`src/rtl/hazard_forward_ctrl.sv`:
```
// hazard_forward_ctrl: EX/WB forwarding selects, load-use stall and bubble, saturating stall counter
module hazard_forward_ctrl #(
   parameter int AW      = 5,
   parameter bit R0_HARD = 1'b1,
   parameter int CNT_W   = 16
) (
   input  logic             CLK,
   input  logic             RESET_N,
   input  logic [AW-1:0]    AA,
   input  logic [AW-1:0]    BA,
   input  logic             MA,
   input  logic             MB,
   input  logic [AW-1:0]    DA,
   input  logic             RW,
   input  logic             LD,
   input  logic             FLUSH,
   output logic             EX_Hazard_A,
   output logic             WB_Hazard_A,
   output logic             EX_Hazard_B,
   output logic             WB_Hazard_B,
   output logic             Stall,
   output logic [CNT_W-1:0] Stall_Cnt
);
   logic [AW-1:0]    da_ex_q, da_ex_d, da_wb_q, da_wb_d;
   logic             rw_ex_q, rw_ex_d, ld_ex_q, ld_ex_d, rw_wb_q, rw_wb_d;
   logic [CNT_W-1:0] stall_cnt_q, stall_cnt_d;
   logic             ex_ok, wb_ok, m_ex_a, m_ex_b, m_wb_a, m_wb_b;
   always_comb begin
      ex_ok       = rw_ex_q && !(R0_HARD && da_ex_q == '0);
      wb_ok       = rw_wb_q && !(R0_HARD && da_wb_q == '0);
      m_ex_a      = ex_ok && da_ex_q == AA;
      m_ex_b      = ex_ok && da_ex_q == BA;
      m_wb_a      = wb_ok && da_wb_q == AA;
      m_wb_b      = wb_ok && da_wb_q == BA;
      Stall       = !FLUSH && ld_ex_q && ((m_ex_a && !MA) || (m_ex_b && !MB));
      EX_Hazard_A = m_ex_a && !MA && !ld_ex_q;
      EX_Hazard_B = m_ex_b && !MB && !ld_ex_q;
      WB_Hazard_A = m_wb_a && !MA;
      WB_Hazard_B = m_wb_b && !MB;
      Stall_Cnt   = stall_cnt_q;
      da_wb_d     = da_ex_q;
      rw_wb_d     = rw_ex_q;
      // a flushed or stalled ID instruction enters EX as a bubble
      da_ex_d     = (FLUSH || Stall) ? '0 : DA;
      rw_ex_d     = (FLUSH || Stall) ? 1'b0 : RW;
      ld_ex_d     = (FLUSH || Stall) ? 1'b0 : LD;
      stall_cnt_d = (Stall && stall_cnt_q != '1) ? stall_cnt_q + 1'b1 : stall_cnt_q;
   end
   always_ff @(posedge CLK or negedge RESET_N) begin
      if (!RESET_N) begin
         da_ex_q     <= '0;
         rw_ex_q     <= 1'b0;
         ld_ex_q     <= 1'b0;
         da_wb_q     <= '0;
         rw_wb_q     <= 1'b0;
         stall_cnt_q <= '0;
      end else begin
         da_ex_q     <= da_ex_d;
         rw_ex_q     <= rw_ex_d;
         ld_ex_q     <= ld_ex_d;
         da_wb_q     <= da_wb_d;
         rw_wb_q     <= rw_wb_d;
         stall_cnt_q <= stall_cnt_d;
      end
   end
endmodule

```
`config.mk`:
```
export PLATFORM = sky130hd
export DESIGN_NAME = hazard_forward_ctrl
export DESIGN_NICKNAME = d
export VERILOG_FILES = /design/src/rtl/hazard_forward_ctrl.sv
export SDC_FILE = /design/constraint.sdc
export NUM_CORES = 1
export LEC_CHECK = 0
export BUFFER_PORTS_ARGS = -buffer_cell sky130_fd_sc_hd__buf_2
export CAP_MARGIN = 20
export CORE_MARGIN = 5
export CORE_UTILIZATION = 45
export DETAILED_ROUTE_END_ITERATION = 7
export PLACE_DENSITY = 0.79
export SYNTH_ARGS = -nofsm -noshare
export SYNTH_HDL_FRONTEND = slang
export SYNTH_SLANG_ARGS = --single-unit
export TNS_END_PERCENT = 50
```
`constraint.sdc`:
```
create_clock -name CLK -period 4.1 [get_ports CLK]
set_input_delay 0.82 -clock CLK [delete_from_list [all_inputs] [get_ports CLK]]
set_output_delay 0.82 -clock CLK [all_outputs]
set_load 0.1 [all_outputs]
```
# After elaboration in Yosys (flattened, before gate mapping)
# Cells that the tools add are included.
[word_totals]
output_inout_bits = 21
inputBits = 22
register_bits = 29
[classes]
n_addsub = 1
mux = 3
n_reduce_logical = 25
n_eq_ne = 5
[op_table]
columns = ["op", "n"]
rows = [
  ["$eq 5x5->1", 4],
  ["$add 16x1->16 const B", 1],
  ["$ne 16x16->1 const B", 1],
  ["$logic_and 1x1->1", 15],
  ["$logic_not 5->1", 2],
  ["$logic_not 1->1", 6],
  ["$mux 5", 1],
  ["$logic_or 1x1->1", 2],
  ["$mux 1", 2],
]

# Logic depth before layout (Yosys ltp)
[logic_depth]
word_depth = 9
mapped_depth = 7
ltp_nobuf = 7

# Least setup slack after synthesis
# No wires, ideal clock.
[synth_path]
kind = "input -> output"
startpoint = "input port AA[1]"
endpoint = "output port WB_Hazard_A"
required_ns = 3.280
cell_stages = 3
t_arrival_ns = 3.918
setup_slack_ns = -0.638
cell_sequence = "xnor2_1 nand4_1 nor4_1"
[synth_via]
elab_chain_cells = 3
[synth_lines]
columns = ["item", "line_no", "rtl"]
rows = [
  ["start: declaration", "9", "input logic [AW-1:0] AA,"],
  ["$eq 5x5->1", "33", "m_wb_a = wb_ok && da_wb_q == AA;"],
  ["$logic_and 1x1->1", "33", ""],
  ["$logic_and 1x1->1", "38", "WB_Hazard_A = m_wb_a && !MA;"],
  ["end: declaration", "18", "output logic WB_Hazard_A,"],
]
# Every way passes these cells.

# Worst setup path in the final report
[layout_path]
startpoint = "input port BA[3]"
endpoint = "output port Stall"
[layout_via]
elab_chain_cells = 5
[layout_lines]
columns = ["item", "line_no", "rtl"]
rows = [
  ["start: declaration", "10", "input logic [AW-1:0] BA,"],
  ["$eq 5x5->1", "32", "m_ex_b = ex_ok && da_ex_q == BA;"],
  ["$logic_and 1x1->1", "32", ""],
  ["$logic_and 1x1->1", "35", "Stall = !FLUSH && ld_ex_q && ((m_ex_a && !MA) || (m_ex_b && !MB));"],
  ["$logic_or 1x1->1", "35", ""],
  ["$logic_and 1x1->1", "35", ""],
  ["end: declaration", "21", "output logic Stall,"],
]
# Every way passes these cells.

==> run summary <==
The number of nets in the finished design came out at 202. The internal power is 0.3997 mW. In this run, synthesis produced a sequential element count of 29.

The y dimension of the die is 67.31 um. The maximum level of the CTS H-tree is 2. CTS placed an instance of sky130_fd_sc_hd__clkbuf_4 at the clock tree root.

The quantity of I/O buffers inserted on ports is 42. The post-CTS setup buffer count came out at 0. The number of enable-type register cells in the synthesized netlist is 0.

The maximum fanout count along the critical path is 6. The worst setup path is launched from an input pin. The total inserted antenna cells came out at 0. The maximum cell stage delay along the critical path is around 500 ps. The share of post-route cells with drive strength above 1 came out at ~34%. The post-synthesis average cell area came out at about 11 sq um. The wire-length estimate of the detail-placed layout is 2.611 mm.

STA puts the critical path data required time at 3280 ps. The routed length per placed instance came out at 14.99 um. The peak clock frequency supported by timing is roughly 0.30 GHz. Setup repair after global routing left no endpoint under its margin. In the synthesized netlist the dominant register cell turns out to be sky130_fd_sc_hd__dfrtp_1. Timing analysis after detailed placement gives a worst setup slack of about 730 ps. STA puts the critical path data arrival time at 2560 ps. The category of the critical setup timing path is in -> out.

The register area came out at between 700 and 800 sq um. The x dimension of the die is 67.31 um. The critical path goes through buf_2, xor2_1, nor4_1, nand3_2, a211oi_4, buf_2.

The number of vias per cell is slightly above 5. The clock insertion delay at the later pin of the skew report is 330 ps. The first-pass iteration count of the detailed router came out at 4. The proportion of power drawn by the clock network came out at 32.1%. During synthesis, Yosys emitted a total of 0 warnings.

The number of clock sinks seen by CTS is 29. sky130_fd_sc_hd__dfrtp_1 is the most common cell in the netlist. The die area is 0.004530 sq mm.

The hold violation total from the final report is 0. For this configuration, the core starts out at a cell density of 47.62%. Dividing the final minimum period by the clock period gives 82.51%.

The number of nets with antenna violations after detailed routing is 0. The flow ran to the end, and the final reports show no timing, DRC or antenna violations. The combinational power share came out at 11.5%.

The multi-input combinational cell area is 760.7 sq um. The max-slew violation count is 0. In the routed design, unresolved DRC markers number 0. The relative slew slack is 57.41%. The post-synthesis cell area is roughly 0.0015 sq mm. The shortest period the worst path allows is 3383 ps. The power density of the placed cells is between 200 and 300 mW/mm^2.

The floorplan has 20 rows. The top-level port count came out at 43. The switching component of the power came out at 0.1367 mW. The number of fill cells is 281. The final setup slack of the worst path came out at 717.0 ps. The class of the tightest hold or removal check is reg -> reg. The cell that appears most often on the critical path is sky130_fd_sc_hd__buf_2. The core footprint came out at 0.003103 sq mm. The total of hold buffers inserted after clock tree synthesis came out at 0. Among all stages on the critical path, the largest delay is contributed by sky130_fd_sc_hd__buf_2. The post-route clock skew is between 10 and 15 ps. The number of endpoints failing setup at the final stage came out at 0. The slew at the pin with the worst max-slew slack is 638.8 ps. The instance count of the mapped netlist is 130. In the post-synthesis netlist, the biggest area contributors are sky130_fd_sc_hd__dfrtp_1 49%, sky130_fd_sc_hd__xnor2_1 14%, sky130_fd_sc_hd__xor2_1 5.9%. The count of cells resized by post-cts repair came out at 0. Summed over all layers, the global routing overflow is 0. Ranked by instance count, the synthesized netlist is headed by 29 x sky130_fd_sc_hd__dfrtp_1, 24 x sky130_fd_sc_hd__xnor2_1, 10 x sky130_fd_sc_hd__xor2_1.

The placement-stage cell area came out at 0.001755 sq mm. In this run the biggest area consumer among cell types represents 49.11% of the synthesized area. The total CTS buffers came out at 5.

The worst IR drop on VDD is between 0.15 and 0.2 mV. Synthesis instantiated 29 different standard cells from the library. Counting along the longest clock path gives a buffer depth of 2. The worst-case hold slack is between 400 and 500 ps. The total leakage power is 0.8554 nW. The worst setup path is captured at an output port. The total chip power came out at about 0.54 mW.

When the netlist entered floorplanning its net count stood at 153. The total wire length after detailed routing came out at ~3.3 mm. The async set-or-reset flop fraction in the synthesized netlist is 100.0%. Entering global routing, the biggest net connects 30 pins.

The net switching share of the total power came out at between 20% and 30%. The total vias in the final route is 1157. The global placer's final weighted congestion came out at 0.8903. The area of all placed cells without fillers came out at roughly 0.0018 sq mm. The relative area change from synthesis to final layout came out at 22.52%.

The number of antenna violations at the first check in global routing is 0. Summed over all instances, the cell type with the most area after synthesis is sky130_fd_sc_hd__dfrtp_1. The power share of the sequential group came out at between 50 and 60%.

The number of global-route vias before repair came to 1201. After the first detailed-routing iteration, the DRC count stood at 48. Sequential elements use 49.11% of the synthesized area. TritonCTS built the clock tree.

The clock slew at the register clock pins of the worst setup and hold paths is 90 ps. The number of violations of the max-capacitance limit is 0. The aggregate global-route resource usage is 16.00%.

The global-route wire length before repair is 5.368 mm.
==> per-stage QoR <==
| step | setup TNS, ps | util (%) | cells |
|---|---|---|---|
| after floorplan | -521.4 | - | 130 |
| after global placement | 0 | 56.57 | 216 |
| after detailed placement | 0 | 56.57 | 216 |
| after CTS | 0 | 58.35 | 223 |
| after global routing | 0 | 58.35 | 223 |
| final | 0 | 58.35 | 223 |
==> cells in the final DEF, fill, tap and decap left out <==
cell,instances
sky130_fd_sc_hd__clkbuf_1,1
sky130_fd_sc_hd__dfrtp_1,29
sky130_fd_sc_hd__nor4_2,3
sky130_fd_sc_hd__and3_1,5
sky130_fd_sc_hd__or2b_1,1
sky130_fd_sc_hd__o21a_1,1
sky130_fd_sc_hd__clkbuf_8,1
sky130_fd_sc_hd__mux2_2,2
sky130_fd_sc_hd__clkbuf_4,5
sky130_fd_sc_hd__xor2_1,10
sky130_fd_sc_hd__nand2b_1,1
sky130_fd_sc_hd__nor2_1,4
sky130_fd_sc_hd__nand3_1,5
sky130_fd_sc_hd__nand2_1,8
sky130_fd_sc_hd__nor4_1,1
sky130_fd_sc_hd__a21oi_1,2
sky130_fd_sc_hd__a31oi_1,1
sky130_fd_sc_hd__and2_1,8
sky130_fd_sc_hd__nand4b_1,1
sky130_fd_sc_hd__xnor2_1,24
sky130_fd_sc_hd__nor2b_1,1
sky130_fd_sc_hd__or4_1,1
sky130_fd_sc_hd__buf_2,42
sky130_fd_sc_hd__o21ai_4,1
sky130_fd_sc_hd__nor3_1,3
sky130_fd_sc_hd__a31o_2,1
sky130_fd_sc_hd__o21ai_0,1
sky130_fd_sc_hd__or4_4,1
sky130_fd_sc_hd__nand4_1,9
sky130_fd_sc_hd__a211oi_4,2
sky130_fd_sc_hd__inv_1,1
sky130_fd_sc_hd__nand3_2,2
sky130_fd_sc_hd__ha_1,1
==> critical path: cells and delay by family <==
family | cells | cell delay [ps]
xor gates and xnor gates | 1 | 140
and+or+nand+nor | 2 | 610
buffers and inverters | 2 | 610
AOI/OAI and AO/OA | 1 | 370
==> cells by family (layout without fill, tap and decap cells) <==
family / after synthesis / in the layout / share of synthesized area [%]
XOR/XNOR: 34 / 34 / 20.15
buffers and inverters: 1 / 50 / 0.2538
AND/OR/NAND/NOR: 54 / 54 / 21.76
multiplexers: 2 / 2 / 1.524
flip-flops: 29 / 29 / 49.11
AO/OA/AOI/OAI: 9 / 9 / 6.351
adder cells (fa/ha/maj): 1 / 1 / 0.8466
==> layout make-up <==
type                            instances  share of cell area [%]
Multi-Input combinational cell        100                   42.02
Inverter                                1                  0.2073
Sequential cell                        29                   40.08
Timing Repair Buffer                   42                   11.61
Clock buffer                            7                   3.041
Tap cell                               44                   3.041
==> power groups by stage <==
| stage | Sequential, mW | Clock, mW | Combinational [mW] |
|---|---|---|---|
| floorplan | 0.311 | 0 | 0.0317 |
| global placement | 0.308 | 0 | 0.0590 |
| detailed placement | 0.308 | 0 | 0.0615 |
| CTS | 0.302 | 0.179 | 0.0619 |
| global route | 0.304 | 0.191 | 0.0675 |
| finish | 0.303 | 0.172 | 0.0614 |
==> layer usage <==
layer	vias up	GRT usage, %	routed length (um)
met3	5	5.158	184
met5	-	0	0
li1	552	-	-
met1	565	19.96	1523
met4	0	5.316	42
met2	35	26.13	1591
==> sequential cells by signal (all words and copies together) (netlist names) <==
register   flops
rw_wb_q        1
Stall_Cnt     16
ld_ex_q        1
rw_ex_q        1
da_ex_q        5
da_wb_q        5
==> path summary, 6_finish.rpt <==
kind                                      startpoint                         to  depth (start not counted)  slack [ps]
worst min-delay path               rw_ex_q$_DFF_PN0_          rw_wb_q$_DFF_PN0_                          0         460
worst min register to register     rw_ex_q$_DFF_PN0_          rw_wb_q$_DFF_PN0_                          0         460
min in group asynchronous                    RESET_N       da_ex_q[1]$_DFF_PN0_                          1         510
worst max register to register  da_ex_q[3]$_DFF_PN0_   Stall_Cnt[1]$_DFFE_PN0P_                          5        1970
max in group asynchronous                    RESET_N  Stall_Cnt[15]$_DFFE_PN0P_                          1        3160
worst max-delay path                           BA[3]                      Stall                          6         720
(Power assumes the default switching activity.)
